## src/rtl/cfg_bitstream_loader_if.sv

```systemverilog
`default_nettype none
// ============================================================================
//  Module   : cfg_bitstream_loader_if
//  Brief    : valid/ready word stream feeding the configuration bitstream loader
//  Revision : 1.0  initial release
// ============================================================================
interface cfg_bitstream_loader_if #(
   parameter int WORD_W = 32
);
   logic [WORD_W-1:0] wdata;
   logic              wvalid;
   logic              wready;

   modport master (output wdata, output wvalid, input wready);
   modport slave  (input wdata, input wvalid, output wready);
endinterface
`default_nettype wire

```

## src/rtl/cfg_bitstream_loader.sv

```systemverilog
`default_nettype none
// ============================================================================
//  Module   : cfg_bitstream_loader
//  Brief    : serialises bitstream words MSB-first onto the config chain head,
//             gates the chain clock and checks a CRC-16 over the shifted bits
//  Revision : 1.0  initial release
// ============================================================================
module cfg_bitstream_loader #(
   parameter int          WORD_W   = 32,
   parameter int          CNT_W    = 16,
   parameter logic [15:0] CRC_POLY = 16'h1021
) (
   input  wire logic             prog_clk,
   input  wire logic             reset,
   input  wire logic             start,
   input  wire logic [CNT_W-1:0] num_bits,
   input  wire logic [15:0]      exp_crc,
   cfg_bitstream_loader_if.slave wr,
   output logic                  fpga_head,
   output logic                  cfg_clk_en,
   output logic                  cfg_busy,
   output logic                  cfg_done,
   output logic                  cfg_crc_err
);

   localparam int                c_WL_W     = $clog2(WORD_W);
   localparam logic [CNT_W-1:0]  c_CNT_ONE  = 1;
   localparam logic [c_WL_W-1:0] c_WL_ONE   = 1;
   localparam logic [15:0]       c_CRC_INIT = 16'hFFFF;

   typedef enum logic [1:0] {
      S_IDLE  = 2'd0,
      S_FETCH = 2'd1,
      S_SHIFT = 2'd2,
      S_CHECK = 2'd3
   } state_t;

   state_t             r_state;
   logic [WORD_W-1:0]  r_buf;
   logic [CNT_W-1:0]   r_bits_left;
   logic [c_WL_W-1:0]  r_word_left;
   logic [15:0]        r_crc;
   logic [15:0]        r_exp_crc;

   logic               w_load;
   logic               w_word_msb;

   function automatic logic [15:0] crc_step(input logic [15:0] crc, input logic bit_in);
      logic fb;
      fb = crc[15] ^ bit_in;
      return {crc[14:0], 1'b0} ^ (fb ? CRC_POLY : 16'h0000);
   endfunction

   // A word is taken either while stalled in FETCH or as a zero-bubble prefetch
   // during the last bit of the previous word (wready is only high then).
   assign w_load = ((r_state == S_FETCH) && wr.wvalid) ||
                   ((r_state == S_SHIFT) && (r_bits_left != '0) &&
                    (r_word_left == '0) && wr.wvalid && wr.wready);
   assign w_word_msb = wr.wdata[WORD_W-1];

   always_ff @(posedge prog_clk or negedge reset) begin
      if (!reset) begin
         r_state     <= S_IDLE;
         r_buf       <= '0;
         r_bits_left <= '0;
         r_word_left <= '0;
         r_crc       <= c_CRC_INIT;
         r_exp_crc   <= '0;
         wr.wready   <= 1'b0;
         fpga_head   <= 1'b0;
         cfg_clk_en  <= 1'b0;
         cfg_busy    <= 1'b0;
         cfg_done    <= 1'b0;
         cfg_crc_err <= 1'b0;
      end else begin
         cfg_done <= 1'b0;
         if (w_load) begin
            r_state     <= S_SHIFT;
            fpga_head   <= w_word_msb;
            cfg_clk_en  <= 1'b1;
            r_buf       <= {wr.wdata[WORD_W-2:0], 1'b0};
            r_bits_left <= r_bits_left - c_CNT_ONE;
            r_word_left <= '1;
            r_crc       <= crc_step(r_crc, w_word_msb);
            wr.wready   <= 1'b0;
         end else begin
            case (r_state)
               S_IDLE: begin
                  if (start) begin
                     cfg_crc_err <= 1'b0;
                     if (num_bits != '0) begin
                        r_bits_left <= num_bits;
                        r_exp_crc   <= exp_crc;
                        r_crc       <= c_CRC_INIT;
                        r_state     <= S_FETCH;
                        wr.wready   <= 1'b1;
                        cfg_busy    <= 1'b1;
                     end else begin
                        cfg_done <= 1'b1;
                     end
                  end
               end
               S_FETCH: begin
                  fpga_head  <= 1'b0;
                  cfg_clk_en <= 1'b0;
               end
               S_SHIFT: begin
                  if (r_bits_left == '0) begin
                     r_state     <= S_CHECK;
                     fpga_head   <= 1'b0;
                     cfg_clk_en  <= 1'b0;
                     wr.wready   <= 1'b0;
                     cfg_done    <= 1'b1;
                     cfg_crc_err <= (r_crc != r_exp_crc);
                  end else if (r_word_left == '0) begin
                     // Prefetch missed: freeze the chain until a word arrives.
                     r_state    <= S_FETCH;
                     fpga_head  <= 1'b0;
                     cfg_clk_en <= 1'b0;
                  end else begin
                     fpga_head   <= r_buf[WORD_W-1];
                     cfg_clk_en  <= 1'b1;
                     r_buf       <= {r_buf[WORD_W-2:0], 1'b0};
                     r_bits_left <= r_bits_left - c_CNT_ONE;
                     r_word_left <= r_word_left - c_WL_ONE;
                     r_crc       <= crc_step(r_crc, r_buf[WORD_W-1]);
                     wr.wready   <= (r_word_left == c_WL_ONE) && (r_bits_left != c_CNT_ONE);
                  end
               end
               S_CHECK: begin
                  r_state  <= S_IDLE;
                  cfg_busy <= 1'b0;
               end
               default: r_state <= S_IDLE;
            endcase
         end
      end
   end

endmodule
`default_nettype wire

```

## src/flat_wrapper.sv

```systemverilog
// flat-port wrapper written by rule: the top's interface ports become plain ports
module cfg_bitstream_loader_flat 
#(
   parameter int          WORD_W   = 32,
   parameter int          CNT_W    = 16,
   parameter logic [15:0] CRC_POLY = 16'h1021
)
  (prog_clk, reset, start, num_bits, exp_crc, fpga_head, cfg_clk_en, cfg_busy, cfg_done, cfg_crc_err, wr_wdata, wr_wvalid, wr_wready);
  cfg_bitstream_loader_if #(.WORD_W(WORD_W)) wr_i ();
  input  wire logic prog_clk;
  input  wire logic reset;
  input  wire logic start;
  input  wire logic [CNT_W-1:0] num_bits;
  input  wire logic [15:0] exp_crc;
  output logic fpga_head;
  output logic cfg_clk_en;
  output logic cfg_busy;
  output logic cfg_done;
  output logic cfg_crc_err;
  input wire logic [$bits(wr_i.wdata)-1:0] wr_wdata;
  input wire logic [$bits(wr_i.wvalid)-1:0] wr_wvalid;
  output wire logic [$bits(wr_i.wready)-1:0] wr_wready;
  assign wr_i.wdata = wr_wdata;
  assign wr_i.wvalid = wr_wvalid;
  assign wr_wready = wr_i.wready;
  cfg_bitstream_loader #(.WORD_W(WORD_W), .CNT_W(CNT_W), .CRC_POLY(CRC_POLY)) u_core (.prog_clk(prog_clk), .reset(reset), .start(start), .num_bits(num_bits), .exp_crc(exp_crc), .wr(wr_i), .fpga_head(fpga_head), .cfg_clk_en(cfg_clk_en), .cfg_busy(cfg_busy), .cfg_done(cfg_done), .cfg_crc_err(cfg_crc_err));
endmodule
```

## config.mk

```make
export PLATFORM = sky130hd
export DESIGN_NAME = cfg_bitstream_loader_flat
export DESIGN_NICKNAME = d
export VERILOG_FILES = /design/src/rtl/cfg_bitstream_loader_if.sv /design/src/rtl/cfg_bitstream_loader.sv /design/src/flat_wrapper.sv
export SDC_FILE = /design/constraint.sdc
export NUM_CORES = 1
export LEC_CHECK = 0
export BUFFER_PORTS_ARGS = -buffer_cell sky130_fd_sc_hd__buf_2
export CAP_MARGIN = 0
export CORE_ASPECT_RATIO = 1.25
export CORE_MARGIN = 3
export CORE_UTILIZATION = 30
export CTS_CLUSTER_SIZE = 14
export DETAILED_ROUTE_END_ITERATION = 8
export PLACE_DENSITY_LB_ADDON = 0.08
export SYNTH_ARGS = -nofsm -noshare
export SYNTH_HDL_FRONTEND = slang
export SYNTH_SLANG_ARGS = --single-unit
```

## constraint.sdc

```tcl
create_clock -name prog_clk -period 5.26 [get_ports prog_clk]
set_input_delay 0.789 -clock prog_clk [delete_from_list [all_inputs] [get_ports prog_clk]]
set_output_delay 0.789 -clock prog_clk [all_outputs]
set_load 0.03 [all_outputs]
```

== Yosys cells after proc, flatten, opt, wreduce, memory -nomap -nowiden ==
Index checks and enable logic that the tools add are counted.
Word-level totals
  memories: 0
  bits in latches: 0
  memory bits (read-only): 0
  logic and storage cells: 112
  output and inout bits: 6
  register bits after elaboration: 93
  RAM bits: 0
Cells by class
  reduce and logical (&&, ||, !) cells: 25
  $mul: 0
  bitwise logic cells: 5
  $add $sub $neg: 2
  div/mod/pow operators: 0
  muxes and demuxes: 51
  magnitude comparators: 0
  equality and inequality tests: 17
  shift operators: 0
Operators with widths (count)
  $mux 16: 10
  $mux 32: 4
  $pmux 16 s2: 2
  $reduce_bool 16->1: 2
  $xor 16x16->16: 2
  $mux 13: 2
  $mux 5: 4
  $reduce_and 4->1: 5
  $mux 1: 17
  $logic_not 16->1: 1
  $ne 16x1->1 const B: 1
  $ne 16x16->1: 1
  $sub 16x1->16 const B: 1
  $pmux 1 s2: 6
  $mux 2: 5
  $ne 3x2->1 const B: 3
  $ne 4x3->1 const B: 2
  $logic_and 1x1->1: 6
  $ne 2x1->1 const B: 3
  $pmux 2 s3: 1
  $reduce_bool 2->1: 3
  $reduce_bool 3->1: 2
  $eq 5x1->1 const B: 1
  $logic_not 5->1: 1
  other kinds (12): 15

== Logic depth before layout (Yosys ltp) ==
Gate-level depths: netlist (run 1).
  depth after elaboration: 8
  depth in mapped cells: 11
  gate-level depth less buffers: 8

== Worst setup path after synthesis (run 1) ==
OpenSTA, ideal clock, no wires.
  path type: input-to-reg
  from: input num_bits[3]
  to: register u_core.r_bits_left[8]
  setup slack: 2523 ps
  buffers on the path: 0
  required time: 5134 ps
  cell stages on the path: 6
  arrival time: 2610 ps
  setup time: 126 ps
  cells stage by stage: or4_1 -> o41a_1 -> a2bb2oi_1 -> nand2_2 -> nor4_1 -> a311o_1
On the way
  longest elaborated chain between the ends: 3
Ends and longest elaborated chain
  start, declared: line flat_wrapper.sv:13  | input wire logic [CNT_W-1:0] num_bits;
  $reduce_bool 16->1: line cfg_bitstream_loader.sv:91  | if (num_bits != '0) begin
  $ne 3x1->1 (no source line)
  $reduce_and 5->1 (no source line)
  end signal, assigned: line cfg_bitstream_loader.sv:82  | r_bits_left <= r_bits_left - c_CNT_ONE;
  end signal, assigned: line cfg_bitstream_loader.sv:92  | r_bits_left <= num_bits;
  end signal, assigned: line cfg_bitstream_loader.sv:124  | r_bits_left <= r_bits_left - c_CNT_ONE;
  end, declared: line cfg_bitstream_loader.sv:40  | logic [CNT_W-1:0] r_bits_left;
No other way between the ends.
A chain may end at the register's enable or synchronous reset.

== Final worst setup path (run 1) ==
  from: register u_core.r_bits_left[1]
  to: register u_core.r_bits_left[15]
On the way
  longest elaborated chain between the ends: 8
  elaborated cells on any way between the ends: 18
  classes of those cells: add/sub: 1; eq/ne: 4; mux: 4; reduce/logical: 9
Ends and longest elaborated chain
  branches (longest 8 deep; another with $sub 16x1->16)
Several ways; the timed one is not identified. The select of a mux whose other input is x is not followed.

==> flow_summary.ini, run 1 <==
[run]
maxCapViolCount = 0

[setup_path]
crit_type = reg2reg
critical-path-top-delay-family = simple AND/OR/NAND/NOR gates
cp_cell_sequence = inv_1 -> ha_1 -> or4b_2 -> nor4_4 -> nor3_2 -> buf_4 -> a21oi_2 -> nor3b_1 -> nor3_1
crit_path_start = u_core.r_bits_left[1]$_DFFE_PN0P_
reg2regPathDepth = 9
endpoint_kind = flip-flop
reg2reg_to = u_core.r_bits_left[15]$_DFFE_PN0P_
startpoint_type = flip-flop
worst_path_max_delay_cell = or4b_2
worstPathArrival_ps = 3530
endpoint = u_core.r_bits_left[15]$_DFFE_PN0P_
cp_slowest_stage_delay_ps = 650
rr_startpoint = u_core.r_bits_left[1]$_DFFE_PN0P_
cp_data_required_time_ps = 5520
crit_buf_inv = 2
rrSetupSlack_ps = 1990
critical_path_depth = 9
crit_path_max_fanout = 47

[timing]
finalCriticalPeriod_ps = 3268
rsz0062_at_grt = false
final_hold_viol_count = 0
slew_viol_final = 0
clock_skew_ps = 4.739
max_freq_mhz = 306.0
setup_violations = 0
period_share_pct = 62.14
max_slew.worst_pin.slew_ps = 1050
tns_ps = 0
max_slew_margin_pct = 29.98

[power]
peakVddDrop_uv = 177.2
comb_power_share_pct = 41.5
sequentialPowerShare_pct = 40.3
p_int_mw = 2.008
leakagePower_nw = 2.292
power_switching_share_pct = 40.29
clkPwrFrac_pct = 18.2
power_switching_mw = 1.355
cellPowerDensity_mw_per_mm2 = 587.4

[grt]
antenna_found_initial = 0
grt_pass1_wl_um = 20710
grt_max_degree = 67
grt-ovfl-total = 0
grt_pass1_vias = 3925
grt_use_total_pct = 14.63

[clock_network]
clock-sinks = 92
numCtsBuffers = 9
cts_setup_buffers = 0
cts_resized = 0
clk_latency_ps = 350
htree_levels = 3
path_clk_slew_ps = 70
cts_tree = yes
ctsLongestPathBuffers = 2
holdBufCountCts = 0
root_buffer = clkbuf_16

[final_layout]
area_growth_pct = 16.65
final_common_cell = dfrtp_1
final_cell_count_no_fill = 760
utilization_pct = 36.18
drive_above_1_share_pct = 23.36
n_antenna_cell = 0
mostFrequentLayoutCells = 76 x dfrtp_1, 72 x buf_2, 62 x nand2_1
fillCellCount = 1685
fin_nets = 621

[floorplanning]
die_area_mm2 = 0.01794
core_region_area_mm2 = 0.01583
die_w_um = 120.4
row_count = 51
io_pins = 74
fp.dieH_um = 149.0
start_util_pct = 31.02

[placed_design]
gp_congestion = 0.7992
dpl.hpwl_um = 9059
io_buffers = 73
placed_cells = 745

[yosys]
synth.distinct_cells = 61
syn_avg_cell_area_um2 = 10.18
ys_ff_latch = 92
ys_warn_count = 0
synth_area_mm2 = 0.004908
synth-edff-count = 0
synth-async-reset-ratio_pct = 100.0
ys_seq_area_share_pct = 47.31
ys.flop_type = dfrtp_1
synthesis.nets = 559
syn_inst = 482

[status]
status = finished clean

[routing]
drt_iter0_drc = 190
routed_wl_um = 12720
via_per_inst = 5.039
post_drt_wl_per_cell_um = 16.74
drcViolationCount = 0
via_count = 3830
final_antenna_net_count = 0
drtPass1Iterations = 4

[worst_hold_path]
hp-class = reg2reg
## power by group through the flow
stage	Sequential [mW]	Combinational [mW]	Clock [mW]
global placement	1.37	1.40	0
global route	1.41	1.57	0.672
floorplan	1.30	1.09	0
finish	1.36	1.39	0.613
CTS	1.36	1.42	0.638
detailed placement	1.37	1.41	0
## worst min-delay path, stage by stage (launching register included)
cell     delay [ps]
dfrtp_1         340
mux2i_1          60
nand2_1          60
## how the worst min path moves through the flow
| stage | from | end | slack (ps) | depth (start not counted) |
|---|---|---|---|---|
| floorplan | u_core.r_buf[1]$_DFFE_PN0P_ | u_core.r_buf[1]$_DFFE_PN0P_ | 470 | 1 |
| global placement | u_core.cfg_clk_en$_DFFE_PN0P_ | u_core.cfg_clk_en$_DFFE_PN0P_ | 480 | 2 |
| detailed placement | u_core.cfg_clk_en$_DFFE_PN0P_ | u_core.cfg_clk_en$_DFFE_PN0P_ | 490 | 2 |
| CTS | u_core.r_bits_left[14]$_DFFE_PN0P_ | u_core.r_bits_left[14]$_DFFE_PN0P_ | 510 | 1 |
| global route | u_core.r_buf[1]$_DFFE_PN0P_ | u_core.r_buf[1]$_DFFE_PN0P_ | 520 | 1 |
| finish | u_core.cfg_clk_en$_DFFE_PN0P_ | u_core.cfg_clk_en$_DFFE_PN0P_ | 500 | 2 |
## kinds of logic after synthesis
logic type | share of synthesized area, %
adder cells (fa/ha/maj) | 2.294
AO/OA/AOI/OAI | 16.21
flip-flops | 47.31
buffers and inverters | 3.161
AND/OR/NAND/NOR | 16.16
multiplexers | 10.22
XOR/XNOR | 4.639
## per-stage QoR
step | worst slack (ps) | hold WS [ps] | power [mW] | area, um^2
final | 1992 | 500.5 | 3.363 | 5725
after global routing | 1724 | 520.4 | 3.652 | 5725
after detailed placement | 1738 | 491.0 | 2.788 | 5456
after global placement | 1815 | 482.2 | 2.771 | 5456
after CTS | 1948 | 508.8 | 3.421 | 5725
after floorplan | 2523 | 465.8 | 2.399 | 4908
## synth_stat cells (9+ instances only)
| library cell | n | area, um^2 |
|---|---|---|
| nand3_1 | 11 | 55.05 |
| mux2i_1 | 31 | 310.3 |
| xnor2_1 | 20 | 175.2 |
| nor2_1 | 21 | 78.83 |
| nand2_1 | 62 | 232.7 |
| a21oi_1 | 14 | 70.07 |
| ha_1 | 9 | 112.6 |
| o22a_1 | 13 | 113.9 |
| or3_1 | 11 | 68.82 |
| dfrtp_1 | 76 | 1902 |
| clkbuf_1 | 13 | 48.80 |
| o21ai_0 | 45 | 225.2 |
| dfstp_2 | 16 | 420.4 |
| or4_1 | 9 | 67.56 |
| buf_2 | 10 | 50.05 |
| mux2_1 | 10 | 112.6 |
## registers in the layout (all words and copies together) (netlist names)
name / cells
u_core.r_buf: 31
u_core.r_bits_left: 16
u_core.r_crc: 16
u_core.r_exp_crc: 16
u_core.r_word_left: 5
u_core.r_state: 2
u_core.cfg_busy: 1
u_core.cfg_clk_en: 1
u_core.cfg_crc_err: 1
u_core.cfg_done: 1
u_core.fpga_head: 1
u_core.wr.wready: 1
## routing by layer
layer  vias up  share of wire [%]  GRT usage [%]
met2        80                 49          23.97
met3        14                4.6          3.718
met1      1853                 45          18.84
li1       1883                  -              -
met5         -                  0              0
met4         0                1.6          5.045
## cell type report
| class | instances | area (um^2) | area share (%) |
|---|---|---|---|
| timing repair buffer | 77 | 397.9 | 6.949 |
| clock inverter | 3 | 22.52 | 0.3934 |
| tap | 212 | 265.3 | 4.633 |
| inverter | 9 | 33.78 | 0.5900 |
| clock buffer | 12 | 246.5 | 4.305 |
| multi-input combinational | 355 | 2437 | 42.57 |
| sequential | 92 | 2322 | 40.56 |
Power figures use the tool's default switching activity.
==> run 2: changes to the inputs <==
clock period = 2.88 ns   (was 5.26 ns; I/O delays follow)
==> flow_summary.ini, run 2 (synthesis gave the netlist of run 1 again) <==
[placed_design]
placed_cell_area_mm2 = 0.005609
gp_congestion = 0.8650
placed_cells = 762
dpl.hpwl_um = 9450
io_buffers = 73
preCtsSetupSlack_ps = 138.1

[routing]
drcViolationCount = 0
final_antenna_net_count = 0
via_per_inst = 4.942
via_count = 3845
routed_wl_um = 12760
post_drt_wl_per_cell_um = 16.40
drtPass1Iterations = 4
drt_iter0_drc = 184

[floorplanning]
die_w_um = 120.4
io_pins = 74
core_region_area_mm2 = 0.01583
row_count = 51
fp.dieH_um = 149.0
start_util_pct = 31.02
die_area_mm2 = 0.01794

[grt]
grt_pass1_wl_um = 21460
antenna_found_initial = 0
use_met1_pct = 19.21
grtUsageMet3_pct = 3.376
grt-ovfl-total = 0
grt_pass1_vias = 4153
use_met2_pct = 25.40
busiest_layer = met2
grt_max_degree = 51
grt_use_total_pct = 15.00

[timing]
fin_ws_ps = 222.1
rsz0062_at_grt = false
setup_violations = 0
max_slew.worst_pin.slew_ps = 612.8
max_slew_margin_pct = 58.92
final_hold_viol_count = 0
hold_slack_ps = 61.28
max_freq_mhz = 376.2
slew_viol_final = 0
finalCriticalPeriod_ps = 2658
period_share_pct = 92.29
tns_ps = 0
clock_skew_ps = 7.782

[power]
cellPowerDensity_mw_per_mm2 = 1078
clkPwrFrac_pct = 18.8
comb_power_share_pct = 42.6
leakagePower_nw = 2.390
power_switching_share_pct = 38.94
peakVddDrop_uv = 347.2
power_switching_mw = 2.478
sequentialPowerShare_pct = 38.6
p_int_mw = 3.886

[worst_hold_path]
hp-class = in2async

[clock_network]
ctsLongestPathBuffers = 2
root_buffer = clkbuf_16
cts_tree = yes
path_clk_slew_ps = 70
clock-sinks = 92
htree_levels = 3
clk_latency_ps = 340
holdBufCountCts = 0
cts_resized = 0
cts_setup_buffers = 0
numCtsBuffers = 9

[setup_path]
reg2regPathDepth = 8
worstPathArrival_ps = 2880
worst_path_max_delay_cell = or4b_2
startpoint_type = flip-flop
cp_slowest_stage_delay_ps = 630
cp_cell_sequence = inv_1 -> ha_1 -> or4b_2 -> nor4_4 -> a2bb2oi_1 -> nand2_2 -> nor4_1 -> a311o_1
crit_path_max_fanout = 9
endpoint_kind = flip-flop
cp_data_required_time_ps = 3100
crit_type = reg2reg

[final_layout]
n_antenna_cell = 0
final_common_cell = dfrtp_1
fin_nets = 638
fillCellCount = 1639
stdcell_area_mm2 = 0.005906
mostFrequentLayoutCells = 76 x dfrtp_1, 72 x buf_2, 62 x nand2_1
multi_input_area_mm2 = 0.002437
final_cell_count_no_fill = 778
drive_above_1_share_pct = 25.62
seq_area_mm2 = 0.002322
largest_reg_flops = 31
area_growth_pct = 20.32
regMostFlops = u_core.r_buf

[run]
maxCapViolCount = 0

[status]
status = finished clean
==> run 2: cell types whose count changed in the layout (fill, tap and decap cells not counted), sizes merged <==
cell	change
buf	+17
clkinv	-2
bufinv	+1
clkbuf	+1
clkinvlp	+1
==> run 2: power by group through the flow <==
stage	Sequential [mW]	Combinational (mW)	Clock (mW)
final	2.45	2.71	1.20
after global routing	2.56	3.06	1.30
after CTS	2.46	2.76	1.25
after detailed placement	2.49	2.74	0
after global placement	2.48	2.69	0
after floorplan	2.38	2.00	0
==> run 2: area by class of cell <==
class | instances | area share, %
multi-input combinational | 355 | 41.27
clock buffer | 13 | 4.237
sequential | 92 | 39.32
timing repair buffer | 94 | 9.322
clock inverter | 3 | 0.7839
tap | 212 | 4.492
inverter | 9 | 0.5720
==> run 2: through the flow <==
| stage | power (mW) | utilization (%) |
|---|---|---|
| finish | 6.365 | 37.32 |
| global route | 6.913 | 37.32 |
| CTS | 6.468 | 37.32 |
| detailed placement | 5.231 | 35.44 |
| global placement | 5.168 | 35.44 |
| floorplan | 4.382 | - |
==> run 2: final timing paths <==
kind	from	to	slack, ps
min	reset	u_core.r_exp_crc[7]$_DFFE_PN0P_	60
min reg2reg	u_core.r_buf[1]$_DFFE_PN0P_	u_core.r_buf[1]$_DFFE_PN0P_	510
min in group prog_clk	wr_wdata[26]	u_core.r_buf[27]$_DFFE_PN0P_	290
max reg2reg	u_core.r_bits_left[0]$_DFFE_PN0P_	u_core.r_bits_left[8]$_DFFE_PN0P_	220
max	u_core.r_bits_left[0]$_DFFE_PN0P_	u_core.r_bits_left[8]$_DFFE_PN0P_	220
max in group asynchronous	reset	u_core.r_crc[15]$_DFFE_PN1P_	2020
==> run 2: layer usage <==
layer	routed length [um]	vias up	part of all wire [%]
met5	0	-	0
met4	176	0	1.4
met3	622	17	4.9
met2	6212	89	49
met1	5751	1828	45
li1	-	1911	-
==> run 2: critical path: cells and delay by family (launching register included) <==
| kind | cells | cell delay, ps |
|---|---|---|
| buffers and inverters | 1 | 140 |
| DFF | 1 | 400 |
| and+or+nand+nor | 4 | 1240 |
| AOI/OAI and AO/OA | 2 | 540 |
| adders and majority gates | 1 | 210 |
